**config.mk**
```make
export PLATFORM = sky130hd
export DESIGN_NAME = tpu_tile_sequencer
export DESIGN_NICKNAME = d
export VERILOG_FILES = /design/src/rtl/tpu_pkg.sv /design/src/rtl/tpu_tile_sequencer_skew_line.sv /design/src/rtl/tpu_tile_sequencer.sv
export SDC_FILE = /design/constraint.sdc
export NUM_CORES = 1
export LEC_CHECK = 0
export BUFFER_PORTS_ARGS = -buffer_cell sky130_fd_sc_hd__clkbuf_2
export CORE_AREA = 2 2 80 139
export DETAILED_ROUTE_END_ITERATION = 6
export DIE_AREA = 0 0 82 141
export PLACE_DENSITY = 0.79
export SYNTH_ARGS = -nofsm -noshare
export SYNTH_HDL_FRONTEND = slang
export SYNTH_SLANG_ARGS = --single-unit
```
**constraint.sdc**
```tcl
create_clock -name clk -period 3.55 [get_ports clk]
set_clock_uncertainty 0.05 [all_clocks]
set_input_delay 0 -clock clk [delete_from_list [all_inputs] [get_ports clk]]
set_output_delay 0 -clock clk [all_outputs]
set_load 0.01 [all_outputs]
```
**src/rtl/tpu_pkg.sv**
```systemverilog
// Shared types and defaults for the TPU tile sequencer: FSM state encoding,
// default array geometry, and the drain-length rule.
package tpu_pkg;

   localparam int unsigned DEF_DEPTH     = 4;
   localparam int unsigned DEF_BIT_WIDTH = 8;
   localparam int unsigned DEF_ACC_WIDTH = 32;
   localparam int unsigned DEF_TILE_LEN  = 8;
   localparam int unsigned DEF_BASE_LAT  = 5;

   typedef enum logic [1:0] {
      IDLE,
      LOAD_W,
      STREAM,
      DRAIN
   } seq_state_e;

   // Covers the row skew in, array latency, and column skew out for the last beat.
   function automatic int unsigned drain_cycles(input int unsigned depth,
                                                input int unsigned base_lat);
      return (depth - 1) + base_lat + (depth - 1) + 1;
   endfunction

   localparam int unsigned DRAIN_CYC = drain_cycles(DEF_DEPTH, DEF_BASE_LAT);

endpackage

```
**src/rtl/tpu_tile_sequencer_skew_line.sv**
```systemverilog
// Zero-reset shift register of LEN stages; used for per-row data skew and the
// valid-tag pipe feeding col_valid.
module skew_line #(
   parameter int unsigned W   = 8,
   parameter int unsigned LEN = 1
) (
   input  logic         clk,
   input  logic         reset,
   input  logic [W-1:0] din,
   output logic [W-1:0] dout
);

   logic [W-1:0] stage [LEN];

   always_ff @(posedge clk or posedge reset) begin
      if (reset) begin
         for (int unsigned k = 0; k < LEN; k++) stage[k] <= '0;
      end else begin
         stage[0] <= din;
         for (int unsigned k = 1; k < LEN; k++) stage[k] <= stage[k-1];
      end
   end

   assign dout = stage[LEN-1];

endmodule

```
**src/rtl/tpu_tile_sequencer.sv**
```systemverilog
// Feeds one weight tile and TILE_LEN skewed activation vectors into a
// weight-stationary systolic array, and tags which result columns are valid.
module tpu_tile_sequencer
   import tpu_pkg::*;
#(
   parameter int unsigned DEPTH     = DEF_DEPTH,
   parameter int unsigned BIT_WIDTH = DEF_BIT_WIDTH,
   parameter int unsigned TILE_LEN  = DEF_TILE_LEN,
   parameter int unsigned BASE_LAT  = DEF_BASE_LAT
) (
   input  logic                       clk,
   input  logic                       reset,
   input  logic                       start,
   output logic                       busy,
   output logic                       done,
   input  logic                       wt_valid,
   output logic                       wt_ready,
   input  logic [BIT_WIDTH*DEPTH-1:0] wt_row,
   input  logic                       in_valid,
   output logic                       in_ready,
   input  logic [BIT_WIDTH*DEPTH-1:0] in_vec,
   output logic                       control,
   output logic [BIT_WIDTH*DEPTH-1:0] wt_arr,
   output logic [BIT_WIDTH*DEPTH-1:0] data_arr,
   output logic [DEPTH-1:0]           col_valid
);

   localparam int unsigned DRAIN_N = drain_cycles(DEPTH, BASE_LAT);
   localparam int unsigned RW      = $clog2(DEPTH + 1);
   localparam int unsigned VW      = $clog2(TILE_LEN + 1);
   localparam int unsigned DW      = $clog2(DRAIN_N + 1);

   localparam logic [RW-1:0] ROW_LAST   = RW'(DEPTH - 1);
   localparam logic [VW-1:0] VEC_LAST   = VW'(TILE_LEN - 1);
   localparam logic [DW-1:0] DRAIN_LAST = DW'(DRAIN_N - 1);

   seq_state_e    state, state_next;
   logic [RW-1:0] row_cnt, row_cnt_next;
   logic [VW-1:0] vec_cnt, vec_cnt_next;
   logic [DW-1:0] drain_cnt, drain_cnt_next;
   logic          wt_acc, in_acc;

   assign wt_ready = (state == LOAD_W);
   assign in_ready = (state == STREAM);
   assign wt_acc   = wt_valid & wt_ready;
   assign in_acc   = in_valid & in_ready;

   always_comb begin
      state_next     = state;
      row_cnt_next   = row_cnt;
      vec_cnt_next   = vec_cnt;
      drain_cnt_next = drain_cnt;
      unique case (state)
         IDLE:   if (start) state_next = LOAD_W;
         LOAD_W: if (wt_acc) begin
                    if (row_cnt == ROW_LAST) state_next = STREAM;
                    else                     row_cnt_next = row_cnt + RW'(1);
                 end
         STREAM: if (in_acc) begin
                    if (vec_cnt == VEC_LAST) state_next = DRAIN;
                    else                     vec_cnt_next = vec_cnt + VW'(1);
                 end
         DRAIN:  if (drain_cnt == DRAIN_LAST) state_next = IDLE;
                 else                         drain_cnt_next = drain_cnt + DW'(1);
         default: state_next = IDLE;
      endcase
      if (state_next != state) begin
         row_cnt_next   = '0;
         vec_cnt_next   = '0;
         drain_cnt_next = '0;
      end
   end

   // Registered outputs are computed from next-state so they line up with the state they describe.
   always_ff @(posedge clk or posedge reset) begin
      if (reset) begin
         state     <= IDLE;
         row_cnt   <= '0;
         vec_cnt   <= '0;
         drain_cnt <= '0;
         busy      <= 1'b0;
         done      <= 1'b0;
         control   <= 1'b0;
         wt_arr    <= '0;
      end else begin
         state     <= state_next;
         row_cnt   <= row_cnt_next;
         vec_cnt   <= vec_cnt_next;
         drain_cnt <= drain_cnt_next;
         busy      <= (state_next != IDLE);
         done      <= (state_next == DRAIN) && (drain_cnt_next == DRAIN_LAST);
         control   <= wt_acc;
         wt_arr    <= wt_acc ? wt_row : '0;
      end
   end

   for (genvar g = 0; g < DEPTH; g++) begin : g_row
      logic [BIT_WIDTH-1:0] row_in;
      assign row_in = in_acc ? in_vec[g*BIT_WIDTH +: BIT_WIDTH] : '0;

      skew_line #(.W(BIT_WIDTH), .LEN(g + 1)) u_data (
         .clk  (clk),
         .reset(reset),
         .din  (row_in),
         .dout (data_arr[g*BIT_WIDTH +: BIT_WIDTH])
      );

      skew_line #(.W(1), .LEN(BASE_LAT + 1 + g)) u_tag (
         .clk  (clk),
         .reset(reset),
         .din  (in_acc),
         .dout (col_valid[g])
      );
   end

endmodule

```
**Word-level counts from Yosys, hierarchy flattened**

Index checks and enable logic that the tools add are counted.

- Register bits after elaboration: 137
- Word-level logic and storage cells: 75
- Output and inout bits: 73
- Input bits: 69

- Bitwise gates (word level): 2
- Muxes and demuxes: 23
- Eq/ne operators: 11
- Add/sub/neg operators: 3
- Reduce and logical (&&, ||, !) cells: 9

Operators with widths:

| cell | number |
|---|---|
| $mux W32 | 1 |
| $mux W8 | 4 |
| $mux W4 | 7 |
| $mux W2 | 6 |
| $mux W3 | 4 |
| $reduce_bool A2 Y1 | 5 |
| $add A4 B1 Y4 const B | 2 |
| $eq A4 B4 Y1 const B | 2 |
| $pmux W2 S4 | 1 |
| $eq A2 B2 Y1 const B | 3 |
| $reduce_and A3 Y1 | 2 |
| $eq A4 B3 Y1 const B | 1 |
| $ne A2 B1 Y1 const B | 2 |
| $add A3 B1 Y3 const B | 1 |
| $eq A3 B2 Y1 const B | 1 |
| $and A1 B1 Y1 | 2 |
| $eq A2 B1 Y1 const B | 1 |
| $logic_not A2 Y1 | 1 |
| $ne A2 B2 Y1 | 1 |
| $logic_and A1 B1 Y1 | 1 |

**Longest topological paths before layout**

Gate-level depths: netlist of run 1.

- Word-level depth: 8
- Mapped depth: 7
- Mapped depth without buffers: 6

**Modules after synthesis**

Synthesis of run 1 repeated with hierarchy kept, for this count alone.

- Cells, all modules: 340
- Area total of the unflattened synthesis: 5,094.9 um^2

By module, submodules not included:

| module | area each (um^2) | cells an instance | instances |
|---|---|---|---|
| tpu_tile_sequencer | 2,132.0 | 198 | 1 |
| skew_line at g_row[3].u_data | 864.6 | 41 | 1 |
| skew_line at g_row[2].u_data | 664.4 | 33 | 1 |
| skew_line at g_row[1].u_data | 464.2 | 25 | 1 |
| skew_line at g_row[0].u_data ... | 203.9 | 9 | 2 |
| skew_line at g_row[3].u_tag | 229.0 | 10 | 1 |
| skew_line at g_row[1].u_tag | 178.9 | 8 | 1 |
| skew_line at g_row[0].u_tag | 153.9 | 7 | 1 |

**Least setup slack after synthesis of run 1**

OpenSTA, ideal clock, no wires.

- Kind: reg-to-reg
- Start: register row_cnt[0]
- End: register row_cnt[2]
- Buffers on the path: 1
- Stages on the path, launching flop included: 8
- Path slack: 1.886 ns
- Period minus slack after synthesis: 1.664 ns
- Arrival time: 1.528 ns
- Setup time: 0.087 ns
- Cell sequence: dfrtp_1 > ha_1 > ha_1 > nand3_1 > a21oi_1 > or3_1 > buf_6 > a211oi_2

- Word-level cells in the longest chain between the ends: 7
- Elaborated cells between the ends (all ways): 14
- Classes of those cells: 1 x add/sub; 3 x eq/ne; 7 x mux; 3 x reduce/logical

RTL lines:

| what | RTL line | text |
|---|---|---|
| start: declaration | tpu_tile_sequencer.sv:38 | `logic [RW-1:0] row_cnt, row_cnt_next;` |
| start signal: assignment | tpu_tile_sequencer.sv:87 | `row_cnt <= row_cnt_next;` |
| $eq A3 B2 Y1 | tpu_tile_sequencer.sv:56 | `if (row_cnt == ROW_LAST) state_next = STREAM;` |
| $mux W2 | tpu_tile_sequencer.sv:56 |  |
| $mux W2 | tpu_tile_sequencer.sv:55 | `LOAD_W: if (wt_acc) begin` |
| $pmux W2 S4 | tpu_tile_sequencer.sv:53 | `unique case (state)` |
| $ne A2 B2 Y1 | tpu_tile_sequencer.sv:67 | `if (state_next != state) begin` |
| $ne A2 B1 Y1 (no line) / $reduce_bool A2 Y1 (equally long branches) | - |  |
| $reduce_and A3 Y1 (no line) | - |  |

Parallel ways exist; a longest one is shown, timed or not. The select of a mux whose other input is x is not followed.
A chain may end at the register's enable or synchronous reset.

**Worst setup path after layout of run 1**

- Start: register state[0]
- End: register row_cnt[1]

- Word-level cells in the longest chain between the ends: 7
- Elaborated cells between the ends (all ways): 19
- Classes of those cells: 5 x eq/ne; 8 x mux; 2 x bitwise; 4 x reduce/logical

RTL lines:

| what | RTL line | text |
|---|---|---|
| start: declaration | tpu_tile_sequencer.sv:37 | `seq_state_e state, state_next;` |
| start signal: assignment | tpu_tile_sequencer.sv:86 | `state <= state_next;` |
| $eq A2 B2 Y1 / $eq A2 B1 Y1 (equally long branches) | tpu_tile_sequencer.sv:44, tpu_tile_sequencer.sv:53, tpu_tile_sequencer.sv:43 |  |
| $and A1 B1 Y1, on equally long branches | tpu_tile_sequencer.sv:46, tpu_tile_sequencer.sv:45 |  |
| $mux W2, on equally long branches | tpu_tile_sequencer.sv:59, tpu_tile_sequencer.sv:55 |  |
| $pmux W2 S4 | tpu_tile_sequencer.sv:53 |  |
| $ne A2 B2 Y1 | tpu_tile_sequencer.sv:67 |  |
| $ne A2 B1 Y1 (no line) / $reduce_bool A2 Y1 (equally long branches) | - |  |
| $reduce_and A3 Y1 (no line) | - |  |

Parallel ways exist; a longest one is shown, timed or not.

==> flow_metrics.tcl, run 1 <==
set metrics [dict create \
    core_region_area_mm2 0.0105 \
    route.met2.wl_um 5110 \
    start_util_pct 43.6 \
    worst_ep_arrival_time_ns 2.47 \
    dp_hpwl_um 5680 \
    antenna_found_initial 0 \
    synthesis.nets 383 \
    wl_met3_um 398 \
    cts.sinks 137 \
    synth.avg_cell_area_um2 14.8 \
    grt_pass1_wl_um 14500 \
    drtIter0Drc 145 \
    die_x_um 82 \
    post_cts_buffers 0 \
    syn_inst 310 \
    crit_required_ns 3.78 \
    cts_resized 0 \
    min_period_ns 2.24 \
    ys_ff_latch 137 \
    avgRoutedWirePerCell_um 14.3 \
    maxSlewHeadroom_pct 33.2 \
    yosysWarnings 0 \
    final_max_slew_viol_count 0 \
    worst-setup-path-type "reg2reg" \
    port_buffers 141 \
    drv_cap 0 \
    routed_wl_um 9190 \
    met1_length_um 3220 \
    ant_nets 0 \
    n_fill_cell 814 \
    grt_overflow_total 0 \
    p_per_area_mw_per_mm2 674 \
    vias 2937 \
    status "finished, final reports clean" \
    cpMaxStageDelayCell "and3b_1" \
    fin_tns_setup_ns 0 \
    cpPeakStageDelay_ns 0.84 \
    rsz0062_at_grt "no" \
    io_pins 142 \
    peakVddDrop_mv 0.459 \
    crit_chain "and3b_1, and2b_1, mux2i_1, nor2_1" \
    place_congestion 0.837 \
    total_leakage_power_nw 3.47 \
    num_antenna_cells 0 \
    ys_seq_area_share_pct 74.9 \
    clkLatencyLatePin_ns 0.40 \
    finalSetupViolCount 0 \
    cts_max_path_buffers 2 \
    grt_use_total_pct 17.2 \
    dr.pass1.iters 5 \
    top_layer "met4" \
    clkTransAtPathRegs_ns 0.06 \
    core.rowCount 50 \
    grt_max_degree 91 \
    syn_area_mm2 0.00458 \
    first_global_vias 3079 \
    fp.dieH_um 141 \
    worst_pin_slew_ns 1.00 \
    die-area_mm2 0.0116 \
    clock.fmax_ghz 0.446 \
    synth_cell_type_count 33 \
    nNetsFinal 574 \
    drc_errors 0 \
    start_kind "flip-flop" \
    cts-buffers-inserted 17 \
    h-tree-depth 4 \
    hold_viol_final 0 \
    setup_slack_ns 1.31 \
    hold_path.class "in2reg" \
    fin_crit_sh_pct 63.1 \
    crit_path_end_kind "flip-flop" \
    cts_root_buf "clkbuf_16" \
    area_growth_pct 41.5 \
    path_max_fanout 34 \
    place_ws_ns 1.29 \
    hold_buffers 67 \
    drive_gt1_share_pct 34.7 \
    avgViaCountPerCell 4.57 \
    cts_tree "built" \
]
area by class of cell:
class	count	area (um^2)	share of cell area, %
flip-flops and latches	137	3430	52.9
repair buffers	210	1400	21.7
inverters	3	15.0	0.232
well taps	130	163	2.51
clock inverters	11	149	2.30
clock buffers	20	447	6.89
multi-input cells	132	876	13.5
power by group:
part           internal (mW)  switching [mW]
Clock                   1.12           0.614
Sequential              1.78           0.143
Combinational          0.343           0.373
cell usage in the layout (no fill, tap or decap), drive strengths merged:
cell,count
nand2,8
bufinv,3
o2bb2ai,1
and2,64
ha,4
nor2b,2
clkbuf,161
or3,3
xnor2,2
inv,2
nand4b,1
nand3,6
mux4,1
xor2,3
nor3,3
and2b,1
nand2b,1
a211oi,2
buf,2
nor2,11
nand4,1
dlygate4sd3,67
and3b,2
clkinvlp,4
a21oi,5
dfrtp,137
a22o,1
nor3b,1
and4b,1
mux2i,3
nand3b,4
o21ai,1
clkinv,5
sequential cells by signal, indices dropped and copies added, names as in the netlist:
| signal | cells |
|---|---|
| wt_arr | 32 |
| g_row.u_data.dout | 32 |
| vec_cnt | 4 |
| row_cnt | 3 |
| g_row.u_data.stage | 48 |
| g_row.u_tag.dout | 1 |
| drain_cnt | 4 |
| busy | 1 |
| state | 2 |
| g_row.u_tag.stage | 8 |
| done | 1 |
| control | 1 |
cells in the mapped netlist:
| cell | number | area, um^2 |
|---|---|---|
| buf_2 | 1 | 5.00 |
| and4b_1 | 1 | 10.0 |
| a22o_1 | 1 | 8.76 |
| nand4b_1 | 1 | 8.76 |
| ha_1 | 4 | 50.1 |
| o21ai_0 | 1 | 5.00 |
| o2bb2ai_1 | 1 | 8.76 |
| buf_6 | 1 | 11.3 |
| and2_1 | 64 | 400 |
| inv_1 | 3 | 11.3 |
| nand3_1 | 6 | 30.0 |
| and3b_1 | 2 | 17.5 |
| and2b_1 | 1 | 7.51 |
| nand2_1 | 8 | 30.0 |
| nor2b_1 | 2 | 12.5 |
| mux4_2 | 1 | 22.5 |
| mux2i_1 | 3 | 30.0 |
| xor2_1 | 3 | 26.3 |
| nand4_1 | 1 | 6.26 |
| nor2_1 | 10 | 37.5 |
| xnor2_1 | 2 | 17.5 |
| nand3b_4 | 1 | 20.0 |
| nor3b_1 | 1 | 7.51 |
| clkbuf_1 | 6 | 22.5 |
| dfrtp_1 | 137 | 3430 |
| nand2b_1 | 1 | 6.26 |
| nor3_1 | 3 | 15.0 |
| nor2_2 | 1 | 6.26 |
| a211oi_2 | 2 | 25.0 |
| or3_1 | 3 | 18.8 |
| a21oi_1 | 5 | 25.0 |
| nand3b_1 | 3 | 22.5 |
| buf_4 | 30 | 225 |
metrics by stage:
stage	std cells	util [%]	instance area [um^2]	hold WS [ns]	power, mW
5_1_grt	643	61.7	6480	0.0334	4.57
6_report	643	61.7	6480	0.0321	4.37
3_3_place_gp	545	49.6	5220	0.157	2.55
4_1_cts	643	61.7	6480	0.00795	4.41
2_1_floorplan	310	-	4580	0.0786	2.40
3_5_place_dp	545	49.6	5220	0.160	2.59
routing by layer:
layer  vias to the layer above  GRT usage [%]
li1                       1339              -
met1                      1451           18.6
met2                       104           28.3
met3                        43           4.74
met4                         0           11.7
met5                         -              0
kinds of logic (layout without fill, tap and decap cells):
logic type,Yosys count,in the layout,synth area share (%)
flip-flops,137,137,74.9
AND/OR/NAND/NOR,109,109,14.3
buffers and inverters,41,244,6.01
AO/OA/AOI/OAI,10,10,1.58
XOR/XNOR,5,5,0.956
adder cells (fa/ha/maj),4,4,1.09
multiplexers,4,4,1.15
critical path, delay by kind of cell (launching register included):
family,cells,cell delay (ns)
multiplexers,1,0.21
flip-flops,1,0.61
AND/OR/NAND/NOR,3,1.23
final timing paths:
check | slack, ns | from | end | depth (start not counted)
worst max register to register | 1.31 | state[0] | row_cnt[1] | 4
worst min register to register | 0.29 | g_row[2].u_data.stage[18] | g_row[2].u_data.stage[10] | 0
min in group asynchronous | 0.31 | reset | g_row[3].u_tag.dout | 3
worst max-delay path | 1.31 | state[0] | row_cnt[1] | 4
worst min-delay path | 0.03 | in_valid | vec_cnt[2] | 4
max in group asynchronous | 2.19 | reset | g_row[2].u_data.stage[18] | 4
Note: power is estimated with default switching activity, not from simulation.
==> run 2, diff against run 1 <==
--- a/config.mk
+++ b/config.mk
@@ -6,10 +6,10 @@
 export NUM_CORES = 1
 export LEC_CHECK = 0
 export BUFFER_PORTS_ARGS = -buffer_cell sky130_fd_sc_hd__clkbuf_2
-export CORE_AREA = 2 2 80 139
+export CORE_AREA = 2 2 76 132
 export DETAILED_ROUTE_END_ITERATION = 6
-export DIE_AREA = 0 0 82 141
-export PLACE_DENSITY = 0.79
+export DIE_AREA = 0 0 78 134
+export PLACE_DENSITY = 0.83
 export SYNTH_ARGS = -nofsm -noshare
 export SYNTH_HDL_FRONTEND = slang
 export SYNTH_SLANG_ARGS = --single-unit
==> constraint.sdc (replaced) <==
create_clock -name clk -period 2.35 [get_ports clk]
set_clock_uncertainty 0.05 [all_clocks]
set_input_delay 0 -clock clk [delete_from_list [all_inputs] [get_ports clk]]
set_output_delay 0 -clock clk [all_outputs]
set_load 0.01 [all_outputs]
==> flow_metrics.tcl, run 2 (synthesis results as in run 1) <==
set metrics [dict create \
    cts-buffers-inserted 17 \
    layout.cells.non_filler 638 \
    largest_reg_flops 48 \
    worst_ep_arrival_time_ns 2.19 \
    path_max_fanout 9 \
    drtIter0Drc 103 \
    clock.fmax_ghz 0.517 \
    io_pins 142 \
    grt_overflow_total 0 \
    core_region_area_mm2 0.00941 \
    post_cts_buffers 0 \
    finalPower_mw 6.75 \
    internal_power_mw 5.05 \
    rsz0062_at_grt "no" \
    place_congestion 0.816 \
    p_seq_share_pct 43.1 \
    status "finished, final reports clean" \
    p_clk_share_pct 40.9 \
    worst-setup-path-type "reg2reg" \
    worst_pin_slew_ns 0.717 \
    cts_max_path_buffers 2 \
    hold_ws_ns 0.0496 \
    cts_tree "built" \
    num_antenna_cells 0 \
    place_ws_ns 0.480 \
    finalSetupViolCount 0 \
    maxSlewHeadroom_pct 52.2 \
    avgRoutedWirePerCell_um 14.8 \
    placedCellCount 539 \
    cts_root_buf "clkbuf_16" \
    die-area_mm2 0.0105 \
    hold_viol_final 0 \
    dr.pass1.iters 5 \
    peakVddDrop_mv 0.640 \
    placed_cell_area_mm2 0.00522 \
    fp.dieH_um 134 \
    fin_crit_sh_pct 82.2 \
    crit_required_ns 2.61 \
    setup_slack_ns 0.417 \
    p_sw_mw 1.70 \
    clkLatencyLatePin_ns 0.40 \
    nNetsFinal 576 \
    drive_gt1_share_pct 34.9 \
    regMostFlops "g_row.u_data.stage" \
    drc_errors 0 \
    first_global_vias 3159 \
    core.rowCount 47 \
    die_x_um 78 \
    dp_hpwl_um 5310 \
    grt_pass1_wl_um 15200 \
    utilization_pct 69.3 \
    layout_common_cells "clkbuf_2 (141), dfrtp_1 (137), dlygate4sd3_1 (67)" \
    start_kind "flip-flop" \
    switching_share_pct 25.2 \
    drv_cap 0 \
    port_buffers 141 \
    h-tree-depth 4 \
    min_period_ns 1.93 \
    n_fill_cell 621 \
    avgViaCountPerCell 4.53 \
    cts.sinks 137 \
    hold_path.class "in2reg" \
    p_per_area_mw_per_mm2 1030 \
    fin_area_mm2 0.00652 \
    grt_max_degree 138 \
    grt_use_total_pct 19.4 \
    antenna_found_initial 0 \
    crit_path_end_kind "flip-flop" \
    p_comb_share_pct 15.9 \
    total_leakage_power_nw 3.51 \
    start_util_pct 48.7 \
    fin_tns_setup_ns 0 \
    final_common_cell "clkbuf_2" \
    area_growth_pct 42.4 \
    routed_wl_um 9430 \
    final_max_slew_viol_count 0 \
    clkTransAtPathRegs_ns 0.05 \
    vias 2893 \
    cts_resized 0 \
    ant_nets 0 \
]
==> run 2: changes by cell type in the layout (fill, tap and decap cells not counted), sizes merged <==
cell,before,now
buf,2,4
clkbuf,161,163
clkinvlp,4,2
bufinv,3,4
==> run 2: power by group through the flow <==
stage	combinational, mW	sequential, mW	clock (mW)
final	1.08	2.91	2.76
after global placement	0.938	2.92	0
after detailed placement	0.977	2.94	0
after global routing	1.20	2.95	2.93
after CTS	1.08	2.91	2.81
after floorplan	0.709	2.91	0
==> run 2: worst max-delay path, stage by stage (launching register included) <==
cell and delay [ns]:
dfrtp_1 0.40, ha_1 0.22, ha_1 0.21, nand3_1 0.11
a21oi_1 0.09, or3_1 0.53, a211oi_2 0.22
==> run 2: layer usage <==
| metal | part of all wire, % | GRT usage, % | up-vias |
|---|---|---|---|
| li1 | - | - | 1344 |
| met1 | 34 | 18.7 | 1411 |
| met3 | 5.2 | 5.38 | 26 |
| met4 | 2.8 | 10.7 | 0 |
| met5 | 0 | 0 | - |
| met2 | 58 | 36.4 | 112 |
==> run 2: repair_timing <==
| item | CTS | global route |
|---|---|---|
| endpoints found under the hold margin | 205 | 0 |
| endpoints found under the setup margin | 0 | 0 |
| hold buffers | 67 | 0 |
==> run 2: final timing paths <==
path / cells past startpoint / slack [ns] / endpoint / start
hold / removal: 4 / 0.05 / vec_cnt[2] / in_valid
setup reg to reg: 6 / 0.42 / row_cnt[2] / row_cnt[0]
max in group asynchronous: 4 / 1.39 / g_row[3].u_data.dout[2] / reset
setup / recovery: 6 / 0.42 / row_cnt[2] / row_cnt[0]
min in group asynchronous: 4 / 0.29 / g_row[1].u_data.stage[15] / reset
hold reg to reg: 0 / 0.29 / g_row[3].u_data.stage[11] / g_row[3].u_data.stage[19]
==> run 2: cell type report <==
class	count	area [um^2]	area share (%)
inverters	3	15.0	0.230
clock buffers	22	464	7.12
multi-input cells	132	876	13.4
flip-flops and latches	137	3430	52.6
clock inverters	10	168	2.57
well taps	122	153	2.34
repair buffers	212	1420	21.8
